## config.mk

```make
export PLATFORM = sky130hd
export DESIGN_NAME = unit_clause_evaluator_flat
export DESIGN_NICKNAME = d
export VERILOG_FILES = /design/src/rtl/unit_clause_evaluator_if.sv /design/src/rtl/unit_clause_evaluator.sv /design/src/flat_wrapper.sv
export SDC_FILE = /design/constraint.sdc
export NUM_CORES = 1
export LEC_CHECK = 0
export CORE_MARGIN = 2
export CORE_UTILIZATION = 37
export DETAILED_ROUTE_END_ITERATION = 8
export PLACE_DENSITY = 0.84
export SYNTH_ARGS = -nofsm -noshare
export SYNTH_HDL_FRONTEND = slang
export SYNTH_SLANG_ARGS = --single-unit
```

## constraint.sdc

```tcl
create_clock -name clock -period 1.38 [get_ports clock]
set_clock_uncertainty 0.1 [all_clocks]
set_input_delay 0.138 -clock clock [delete_from_list [all_inputs] [get_ports clock]]
set_output_delay 0.138 -clock clock [all_outputs]
set_load 0.02 [all_outputs]
```

## src/rtl/unit_clause_evaluator_if.sv

```systemverilog
// Clause-in / result-out bundle between the BCP clause fetch and the unit-clause evaluator.
// The master drives a clause each cycle and receives the registered evaluation one cycle later.
interface unit_clause_evaluator_if #(
    parameter int VAR_PER_CLAUSE = 5,
    parameter int NUM_VARIABLE   = 128
);
    localparam int VW = (NUM_VARIABLE > 1) ? $clog2(NUM_VARIABLE) : 1;
    localparam int CW = $clog2(VAR_PER_CLAUSE + 1);

    logic                               in_valid;
    logic [VAR_PER_CLAUSE-1:0]          unassign;
    logic [VAR_PER_CLAUSE-1:0]          clause_mask;
    logic [VAR_PER_CLAUSE-1:0]          clause_pole;
    logic [VAR_PER_CLAUSE-1:0][VW-1:0]  variable;

    logic                               out_valid;
    logic                               is_unit_clause;
    logic [VW-1:0]                      implied_variable;
    logic                               new_val;
    logic                               is_conflict;
    logic [CW-1:0]                      unassigned_count;

    modport master (
        output in_valid, unassign, clause_mask, clause_pole, variable,
        input  out_valid, is_unit_clause, implied_variable, new_val, is_conflict, unassigned_count
    );

    modport slave (
        input  in_valid, unassign, clause_mask, clause_pole, variable,
        output out_valid, is_unit_clause, implied_variable, new_val, is_conflict, unassigned_count
    );
endinterface

```

## src/rtl/unit_clause_evaluator.sv

```systemverilog
// Per-clause unit-propagation check: decides unit/conflict for one clause and yields the
// implied variable and its value, registered with a single cycle of latency.
module unit_clause_evaluator #(
    parameter int VAR_PER_CLAUSE = 5,
    parameter int NUM_VARIABLE   = 128
) (
    input  logic                 clock,
    input  logic                 reset_n,
    unit_clause_evaluator_if.slave bus
);
    localparam int VW = (NUM_VARIABLE > 1) ? $clog2(NUM_VARIABLE) : 1;
    localparam int CW = $clog2(VAR_PER_CLAUSE + 1);

    logic [VAR_PER_CLAUSE-1:0]         active;
    logic [VAR_PER_CLAUSE-1:0][VW-1:0] sel_terms;
    logic [VAR_PER_CLAUSE-1:0]         pole_terms;
    logic [VW-1:0]                     sel_or;
    logic [CW-1:0]                     count_d;
    logic                              unit_d;
    logic [VW-1:0]                     implied_d;
    logic                              new_val_d;
    logic                              conflict_d;

    logic                              out_valid_q;
    logic                              unit_q;
    logic [VW-1:0]                     implied_q;
    logic                              new_val_q;
    logic                              conflict_q;
    logic [CW-1:0]                     count_q;

    assign active = bus.unassign & bus.clause_mask;

    // Each slot contributes only when active; OR-ing the terms selects the single
    // active slot without any priority ordering between slots.
    genvar gi;
    generate
        for (gi = 0; gi < VAR_PER_CLAUSE; gi++) begin : g_slot
            assign sel_terms[gi]  = active[gi] ? bus.variable[gi] : '0;
            assign pole_terms[gi] = active[gi] & ~bus.clause_pole[gi];
        end
    endgenerate

    always_comb begin
        count_d = '0;
        sel_or  = '0;
        for (int i = 0; i < VAR_PER_CLAUSE; i++) begin
            count_d = count_d + CW'(active[i]);
            sel_or  = sel_or | sel_terms[i];
        end
    end

    assign unit_d     = (count_d == CW'(1));
    assign implied_d  = unit_d ? sel_or : '0;
    assign new_val_d  = unit_d & (|pole_terms);
    assign conflict_d = (|bus.clause_mask) && (active == '0);

    always_ff @(posedge clock or negedge reset_n) begin
        if (!reset_n) begin
            out_valid_q <= 1'b0;
            unit_q      <= 1'b0;
            implied_q   <= '0;
            new_val_q   <= 1'b0;
            conflict_q  <= 1'b0;
            count_q     <= '0;
        end else begin
            out_valid_q <= bus.in_valid;
            if (bus.in_valid) begin
                unit_q     <= unit_d;
                implied_q  <= implied_d;
                new_val_q  <= new_val_d;
                conflict_q <= conflict_d;
                count_q    <= count_d;
            end
        end
    end

    assign bus.out_valid        = out_valid_q;
    assign bus.is_unit_clause   = unit_q;
    assign bus.implied_variable = implied_q;
    assign bus.new_val          = new_val_q;
    assign bus.is_conflict      = conflict_q;
    assign bus.unassigned_count = count_q;
endmodule

```

## src/flat_wrapper.sv

```systemverilog
// flat-port wrapper written by rule: the top's interface ports become plain ports
module unit_clause_evaluator_flat 
#(
    parameter int VAR_PER_CLAUSE = 5,
    parameter int NUM_VARIABLE   = 128
)
  (clock, reset_n, bus_in_valid, bus_unassign, bus_clause_mask, bus_clause_pole, bus_variable, bus_out_valid, bus_is_unit_clause, bus_implied_variable, bus_new_val, bus_is_conflict, bus_unassigned_count);
  unit_clause_evaluator_if #(.VAR_PER_CLAUSE(VAR_PER_CLAUSE), .NUM_VARIABLE(NUM_VARIABLE)) bus_i ();
  input  logic clock;
  input  logic reset_n;
  input wire logic [$bits(bus_i.in_valid)-1:0] bus_in_valid;
  input wire logic [$bits(bus_i.unassign)-1:0] bus_unassign;
  input wire logic [$bits(bus_i.clause_mask)-1:0] bus_clause_mask;
  input wire logic [$bits(bus_i.clause_pole)-1:0] bus_clause_pole;
  input wire logic [$bits(bus_i.variable)-1:0] bus_variable;
  output wire logic [$bits(bus_i.out_valid)-1:0] bus_out_valid;
  output wire logic [$bits(bus_i.is_unit_clause)-1:0] bus_is_unit_clause;
  output wire logic [$bits(bus_i.implied_variable)-1:0] bus_implied_variable;
  output wire logic [$bits(bus_i.new_val)-1:0] bus_new_val;
  output wire logic [$bits(bus_i.is_conflict)-1:0] bus_is_conflict;
  output wire logic [$bits(bus_i.unassigned_count)-1:0] bus_unassigned_count;
  assign bus_i.in_valid = bus_in_valid;
  assign bus_i.unassign = bus_unassign;
  assign bus_i.clause_mask = bus_clause_mask;
  assign bus_i.clause_pole = bus_clause_pole;
  assign bus_i.variable = bus_variable;
  assign bus_out_valid = bus_i.out_valid;
  assign bus_is_unit_clause = bus_i.is_unit_clause;
  assign bus_implied_variable = bus_i.implied_variable;
  assign bus_new_val = bus_i.new_val;
  assign bus_is_conflict = bus_i.is_conflict;
  assign bus_unassigned_count = bus_i.unassigned_count;
  unit_clause_evaluator #(.VAR_PER_CLAUSE(VAR_PER_CLAUSE), .NUM_VARIABLE(NUM_VARIABLE)) u_core (.clock(clock), .reset_n(reset_n), .bus(bus_i));
endmodule
```

==> results.md, run 1 <==
* Status: finished with violations
* Failing checks: negative setup slack
* Gpl congestion at 0.871
* DRC violation total after the first TritonRoute iteration at 31
* Post-synth EDFFs at 0
* Utilization after layout at 0.757
* Number of filler instances in the final layout at 168
* Worst-case headroom to the max-slew limit at 0.786
* Die H at 55.1 um
* Fin worst setup slack at -1.04 ns
* Kind of start point of the critical path: input pin
* CTS H-tree lvls at 1
* Met1 Routed Length at 1.52 mm
* Antenna fix cells at 0
* Most numerous cell types in the synthesized netlist: sky130_fd_sc_hd__a221o_1 (15), sky130_fd_sc_hd__dfrtp_1 (14), sky130_fd_sc_hd__nand3_1 (14)
* Number of global-route vias before repair at 1161
* Core Box Area at 2480 um^2
* Routed Wire Length at 4.07 mm
* LEAKAGE at 0.889 nW
* Post-synthesis register bit count at 14
* Slew Viols, Final at 0
* Type of destination of the critical path: flip-flop
* Final Net Count at 237
* Synthesized cell area at 966 um^2
* Synth Area per Inst at 10.4 um^2
* Share of the clock period used by the worst path after layout at 1.76
* Detailed-placement wirelength estimate at 2.90 mm
* Num rows at 18
* Clock sinks at 14
* Data arrival time of the critical path at 2.50 ns
* Most common cell in the synthesized netlist: sky130_fd_sc_hd__a221o_1
* Max capacitance violation total at 0
* Starting Density at 0.390
* Overall Global Routing Usage at 0.288
* Count of antenna-violating nets left after detailed routing at 0
* Number of failing setup endpoints in the final timing report at 12
* Number of distinct standard cells referenced by the synthesized netlist at 27
* Synthesis-to-layout area growth at 94.0%
* Via density at 5.83
* Period minus WS final at 2.42 ns
* Slowest stage cell, crit path: sky130_fd_sc_hd__fa_2
* Count of vias placed by the detailed router at 1207
* Power per cell area at 797 nW/um^2
* Maximum number of pins on one net before global-route repair at 15
* Later-pin clock latency in the skew report at 0.30 ns
* Number of antenna violations at the first check in global routing at 0
* Yosys warnings at 0
* Critical path fanouts, max at 6
* Worst slew pin tran at 0.320 ns
* Cell count after synthesis at 93
* Classification of the worst setup path: input pin to flip-flop
* Maximum clock frequency at 0.413 GHz
* Clock transition at the registers of the reported paths at 0.08 ns
* Setup repair after global routing missed its margin: yes
* DR pass1 iterations at 4
* Sum of overflow across all layers after global routing at 0
* Setup TNS Final at -10.26 ns
* Largest cells by area after synthesis: sky130_fd_sc_hd__dfrtp_1 (36%), sky130_fd_sc_hd__a221o_1 (16%), sky130_fd_sc_hd__nand3_1 (7.3%)
* Worst path cell trace: buf_6 -> and2_4 -> ha_4 -> fa_1 -> ha_2 -> fa_2 -> and4bb_4 -> buf_6 -> a221o_1
* Share of the yosys chip area belonging to registers at 0.363
* Chip width at 55.1 um
* Total buffers and inverters traversed by the critical path at 2
* Number of buffers created by CTS at 3
* Top Layer Used: met4
* Total Die Area at 3040 um^2
* Cell seen most often among critical-path stages: sky130_fd_sc_hd__buf_6
* Clock tree from TritonCTS: built
* PnR Total Power at 0.00149 W
* Number of design rule violations left after detail routing at 0
* Port bufs at 66
* Top cell type's share of synthesized area at 0.363
* Clock tree buffer depth at 2
* Wire length per cell after detailed routing at 19.6 um
* Cell type with the highest aggregate area in the netlist: sky130_fd_sc_hd__dfrtp_1
* Crit-path max cell delay at 0.55 ns
* Most used flip-flop cell after synthesis: sky130_fd_sc_hd__dfrtp_1
* Hold Buf Count CTS at 0
* Required time worst endpoint at 1.46 ns
* Async set or reset register ratio after synthesis at 1.00
* Syn Nets at 151
* Final hold violations at 0
* Routed length on met2 at 1.97 mm
* Peak supply drop at 0.000483 V
* Type of the most critical hold path: input pin to asynchronous set/reset pin
* Length of routed met3 wiring at 466 um
* Largest delay share family, worst path: adder cells
* Fraction of layout instances using a drive strength above 1 at 0.282
* Number of top-level design ports at 67
* Cell at the root of the clock tree: sky130_fd_sc_hd__clkbuf_4
* Global-route wire length before repair at 5.79 mm
layout make-up:
type | count | area (um^2) | share of cell area
Multi-Input combinational cell | 69 | 648 | 0.346
Clock buffer | 3 | 22.5 | 0.0120
Timing Repair Buffer | 87 | 801 | 0.427
Sequential cell | 14 | 350 | 0.187
Inverter | 4 | 15.0 | 0.00801
Tap cell | 30 | 37.5 | 0.0200
cell families (layout without fill, tap and decap cells):
family                     after synthesis  after routing  synth area share
AOI/OAI and AO/OA                       26             26             0.246
adders and majority gates                5              5            0.0803
DFF                                     14             14             0.363
muxes                                    3              3            0.0350
and+or+nand+nor                         34             35             0.219
buffers and inverters                   11             94            0.0570
what timing repair did:
item,CTS,global route
hold endpoints to repair,0,0
pin swaps,15,4
gates cloned,1,0
setup buffers,7,1
gates resized for setup,58,6
endpoints found under the setup margin,27,13
through the flow:
stage	setup WS (ns)	cell area, um^2	hold WS, ns	std cells
after floorplan	-1.28	1030	-0.258	93
after global placement	-1.79	1760	0.360	197
after detailed placement	-1.90	1760	0.369	197
after CTS	-1.11	1850	0.0452	207
after global routing	-1.04	1870	0.0673	207
final	-1.04	1870	0.0318	207
routing by layer:
metal,vias up,track usage
met3,10,0.116
met5,-,0
met1,583,0.321
li1,540,-
met4,0,0.146
met2,74,0.474
final timing paths:
kind	depth (start not counted)	end	slack, ns	start
worst min register to register	1	u_core.bus.unassigned_count[0]$_DFFE_PN0P_	0.41	u_core.bus.unassigned_count[0]$_DFFE_PN0P_
worst max-delay path	9	u_core.bus.implied_variable[0]$_DFFE_PN0P_	-1.04	bus_clause_mask[0]
worst max register to register	1	u_core.bus.implied_variable[2]$_DFFE_PN0P_	0.41	u_core.bus.implied_variable[2]$_DFFE_PN0P_
worst min-delay path	2	u_core.bus.is_conflict$_DFFE_PN0P_	0.03	reset_n
min in group clock	5	u_core.bus.implied_variable[5]$_DFFE_PN0P_	0.33	bus_unassign[1]
max in group asynchronous	2	u_core.bus.implied_variable[0]$_DFFE_PN0P_	0.97	reset_n
cells in the final DEF (no fill, tap or decap), types with 2 or more instances in the layout:
cell type,netlist,layout
sky130_fd_sc_hd__buf_6,1,6
sky130_fd_sc_hd__buf_2,2,2
sky130_fd_sc_hd__a21boi_2,0,3
sky130_fd_sc_hd__and3_1,7,7
sky130_fd_sc_hd__inv_1,3,2
sky130_fd_sc_hd__and4bb_4,0,2
sky130_fd_sc_hd__clkdlybuf4s50_1,0,42
sky130_fd_sc_hd__and2_4,1,3
sky130_fd_sc_hd__a21boi_1,0,3
sky130_fd_sc_hd__and3b_1,2,2
sky130_fd_sc_hd__clkbuf_4,0,3
sky130_fd_sc_hd__a221o_1,15,15
sky130_fd_sc_hd__mux2_2,3,2
sky130_fd_sc_hd__inv_2,1,2
sky130_fd_sc_hd__dfrtp_1,14,14
sky130_fd_sc_hd__dlygate4sd2_1,0,20
sky130_fd_sc_hd__nand3_1,14,14
sky130_fd_sc_hd__buf_4,1,17
report_power, final:
| group | internal [W] | leakage, nW | switching [W] |
|---|---|---|---|
| Sequential | 0.000483 | 0.182 | 0.0000412 |
| Combinational | 0.000399 | 0.693 | 0.000325 |
| Clock | 0.000102 | 0.0138 | 0.000143 |
flip-flops by register name, indices dropped and copies added, names as in the netlist:
| register | flops |
|---|---|
| u_core.bus.new_val | 1 |
| u_core.bus.out_valid | 1 |
| u_core.bus.is_unit_clause | 1 |
| u_core.bus.implied_variable | 7 |
| u_core.bus.is_conflict | 1 |
| u_core.bus.unassigned_count | 3 |
(Power assumes the default switching activity.)
==> run 2: changes to the inputs <==
--- a/config.mk
+++ b/config.mk
@@ -5,10 +5,13 @@
 export SDC_FILE = /design/constraint.sdc
 export NUM_CORES = 1
 export LEC_CHECK = 0
+export CAP_MARGIN = 20
 export CORE_MARGIN = 2
 export CORE_UTILIZATION = 37
 export DETAILED_ROUTE_END_ITERATION = 8
+export HOLD_SLACK_MARGIN = 0.03
 export PLACE_DENSITY = 0.84
+export REMOVE_ABC_BUFFERS = 1
 export SYNTH_ARGS = -nofsm -noshare
 export SYNTH_HDL_FRONTEND = slang
 export SYNTH_SLANG_ARGS = --single-unit
==> run 2 against run 1 <==
Compared with the run above:
- the run still ends with negative setup slack left
- final area decreased by 1.6%
- utilization is 1.2 points lower
- via count decreased by 3.8%
- fmax down 5.0%
- first-iteration DRC count decreased by 3.2%
- sequential share of layout area grew 0.30 points
- hold slack better by 0.035 ns
- die area unchanged
- non-clock buffer count shrank 4
- critical path type unchanged
- critical endpoint is now u_core.bus.implied_variable[1]$_DFFE_PN0P_
- largest cell class unchanged
- largest power group unchanged
==> results.md, run 2 (synthesis results as in run 1) <==
* Setup repair after global routing missed its margin: yes
* Kind of start point of the critical path: input pin
* Starting Density at 0.390 (unchanged)
* Logic pwr share at 0.461 (-0.024)
* Core Box Area at 2480 um^2 (unchanged)
* Total net switching power at 0.000497 W (-2.5%)
* Gpl congestion at 0.773 (-11%)
* Number of top-level design ports at 67 (unchanged)
* Period minus WS final at 2.55 ns (+0.129 ns)
* Cell at the root of the clock tree: sky130_fd_sc_hd__clkbuf_4
* Share of the clock period used by the worst path after layout at 1.85 (+0.0933)
* Number of global-route vias before repair at 1189 (+2.4%)
* Most common cell after layout, fill and taps aside: sky130_fd_sc_hd__clkdlybuf4s50_1
* Worst path cell trace: buf_6 -> and2_4 -> ha_4 -> fa_1 -> ha_2 -> fa_2 -> and4bb_4 -> buf_12 -> a221o_1
* Fin worst setup slack at -1.17 ns (-0.129 ns)
* Max capacitance violation total at 0 (unchanged)
* Fraction of layout instances using a drive strength above 1 at 0.259 (-0.0239)
* Total Die Area at 3040 um^2 (unchanged)
* Num rows at 18 (unchanged)
* PnR Total Power at 0.00153 W (+2.4%)
* Worst-case headroom to the max-slew limit at 0.782 (-0.00384)
* Worst reg-to-reg path cell count at 1 (unchanged)
* Proportion of total power due to net switching at 0.325 (-0.0162)
* Startpoint of the worst setup timing path: bus_clause_mask[0]
* Critical path fanouts, max at 8 (+2)
* Chip width at 55.1 um (unchanged)
* Internal Pwr Total at 0.00103 W (+4.9%)
* Antenna fix cells at 0 (unchanged)
* Slew Viols, Final at 0 (unchanged)
* Overall Global Routing Usage at 0.258 (-0.0301)
* Clock tree buffer depth at 2 (unchanged)
* Maximum number of pins on one net before global-route repair at 15 (unchanged)
* Via density at 5.69 (-2.4%)
* Final Net Count at 233 (-1.7%)
* Sequential cell fraction of total power at 0.346 (-0.005)
* Final hold violations at 0 (unchanged)
* Status: finished with violations
* Routed Wire Length at 3.93 mm (-3.2%)
* Number of design rule violations left after detail routing at 0 (unchanged)
* DRC violation total after the first TritonRoute iteration at 30 (-3.2%)
* Synthesis-to-layout area growth at 90.9%
* Worst slack, placed at -1.94 ns (-0.0325 ns)
* Crit-path max cell delay at 0.59 ns (+0.04 ns)
* Worst slew pin tran at 0.326 ns (+0.00576 ns)
* Wire length per cell after detailed routing at 19.3 um (-1.8%)
* Sum of overflow across all layers after global routing at 0 (unchanged)
* Failing checks: negative setup slack
* Slowest stage cell, crit path: sky130_fd_sc_hd__fa_2
* CTS H-tree lvls at 1 (unchanged)
* Setup slack of the most critical reg-to-reg path at 0.36 ns (-0.05 ns)
* Max FFs per register at 7 (unchanged)
* DR pass1 iterations at 4 (unchanged)
* Type of destination of the critical path: flip-flop
* Count of antenna-violating nets left after detailed routing at 0 (unchanged)
* Die H at 55.1 um (unchanged)
* Power per cell area at 829 nW/um^2 (+4.1%)
* Utilization after layout at 0.744 (-0.0121)
* Classification of the worst setup path: input pin to flip-flop
* Later-pin clock latency in the skew report at 0.27 ns (-0.03 ns)
* Number of filler instances in the final layout at 179 (+6.5%)
* Clock Power Share at 0.193 (+0.029)
* Clock tree from TritonCTS: built
* Commonest cells after routing, fill and taps aside: sky130_fd_sc_hd__clkdlybuf4s50_1 (43), sky130_fd_sc_hd__dlygate4sd2_1 (19), sky130_fd_sc_hd__a221o_1 (15), sky130_fd_sc_hd__buf_4 (15)
* Number of buffers created by CTS at 3 (unchanged)
* Type of the most critical hold path: input pin to asynchronous set/reset pin
* Detailed-placement wirelength estimate at 2.78 mm (-4.3%)
* Maximum clock frequency at 0.392 GHz (-5.0%)
* Number of antenna violations at the first check in global routing at 0 (unchanged)
* Required time worst endpoint at 1.43 ns (-0.03 ns)
* Global-route wire length before repair at 5.44 mm (-6.1%)
* Endpoint of the worst setup timing path: u_core.bus.implied_variable[1]$_DFFE_PN0P_
* Count of vias placed by the detailed router at 1161 (-3.8%)
* Endpoint of the most critical register-to-register path: u_core.bus.implied_variable[1]$_DFFE_PN0P_
* FF-to-FF Start: u_core.bus.implied_variable[1]$_DFFE_PN0P_
* Hold Buf Count CTS at 0 (unchanged)
* Peak supply drop at 0.000493 V (+2.1%)
* Port bufs at 66 (unchanged)
* LEAKAGE at 0.869 nW (-2.2%)
* Data arrival time of the critical path at 2.61 ns (+0.11 ns)
* Clock sinks at 14 (unchanged)
* Number of failing setup endpoints in the final timing report at 13 (+1)
* Clock transition at the registers of the reported paths at 0.09 ns (about the same)
-- run 2: changes by cell type in the layout (fill, tap and decap cells not counted), sizes merged --
cell	delta
buf	-4
clkbuf	+1
clkdlybuf4s50	+1
dlygate4sd2	-1
-- run 2: worst min-delay path by stage --
stage / startpoint / end / slack (ns) / depth (start not counted)
2_1_floorplan: reset_n / u_core.bus.implied_variable[0]$_DFFE_PN0P_ / -0.26 / 0
3_3_place_gp: reset_n / u_core.bus.out_valid$_DFF_PN0_ / 0.36 / 2
3_5_place_dp: reset_n / u_core.bus.out_valid$_DFF_PN0_ / 0.36 / 2
4_1_cts: reset_n / u_core.bus.implied_variable[4]$_DFFE_PN0P_ / 0.07 / 2
6_report: reset_n / u_core.bus.implied_variable[4]$_DFFE_PN0P_ / 0.07 / 2
5_1_grt: reset_n / u_core.bus.implied_variable[4]$_DFFE_PN0P_ / 0.10 / 2
-- run 2: critical path: cells and delay by family --
kind,cells,cell delay [ns]
compound gates,1,0.35
fa+ha+maj,4,1.49
buf+inv,2,0.24
simple gates,2,0.40
-- run 2: what timing repair did --
action                     4_1_cts  5_1_grt
buffers inserted                 0        1
pin swaps                       11        5
setup endpoints to repair       27       13
hold endpoints to repair         0        0
resized for setup               50        8
cloned                           1        0
-- run 2: area by class of cell --
| class | count | area [um^2] | area share |
|---|---|---|---|
| clock buffer | 4 | 36.3 | 0.0197 |
| timing repair buffer | 83 | 773 | 0.419 |
| multi-input combinational | 69 | 632 | 0.343 |
| inverter | 4 | 15.0 | 0.00814 |
| tap | 30 | 37.5 | 0.0204 |
| sequential | 14 | 350 | 0.190 |
-- run 2: per-stage QoR --
| step | hold slack, ns | area, um^2 | TNS (ns) | std cells |
|---|---|---|---|---|
| 4_1_cts | 0.0747 | 1800 | -11.31 | 204 |
| 3_3_place_gp | 0.358 | 1760 | -20.35 | 199 |
| 2_1_floorplan | -0.258 | 926 | -13.42 | 86 |
| 5_1_grt | 0.104 | 1840 | -12.07 | 204 |
| 3_5_place_dp | 0.359 | 1760 | -21.19 | 199 |
| 6_report | 0.0664 | 1840 | -11.81 | 204 |
-- run 2: layer usage --
metal,wire (um),GRT usage,vias up
li1,-,-,528
met4,13,0.0854,0
met5,0,0,-
met3,451,0.0484,2
met2,2000,0.472,74
met1,1470,0.301,557
-- run 2: power by group through the flow --
stage / clock (W) / combinational (W) / sequential [W]
finish: 0.000296 / 0.000705 / 0.000529
floorplan: 0 / 0.000175 / 0.000619
global route: 0.000307 / 0.000743 / 0.000535
CTS: 0.000287 / 0.000680 / 0.000528
global placement: 0 / 0.000680 / 0.000532
detailed placement: 0 / 0.000703 / 0.000535
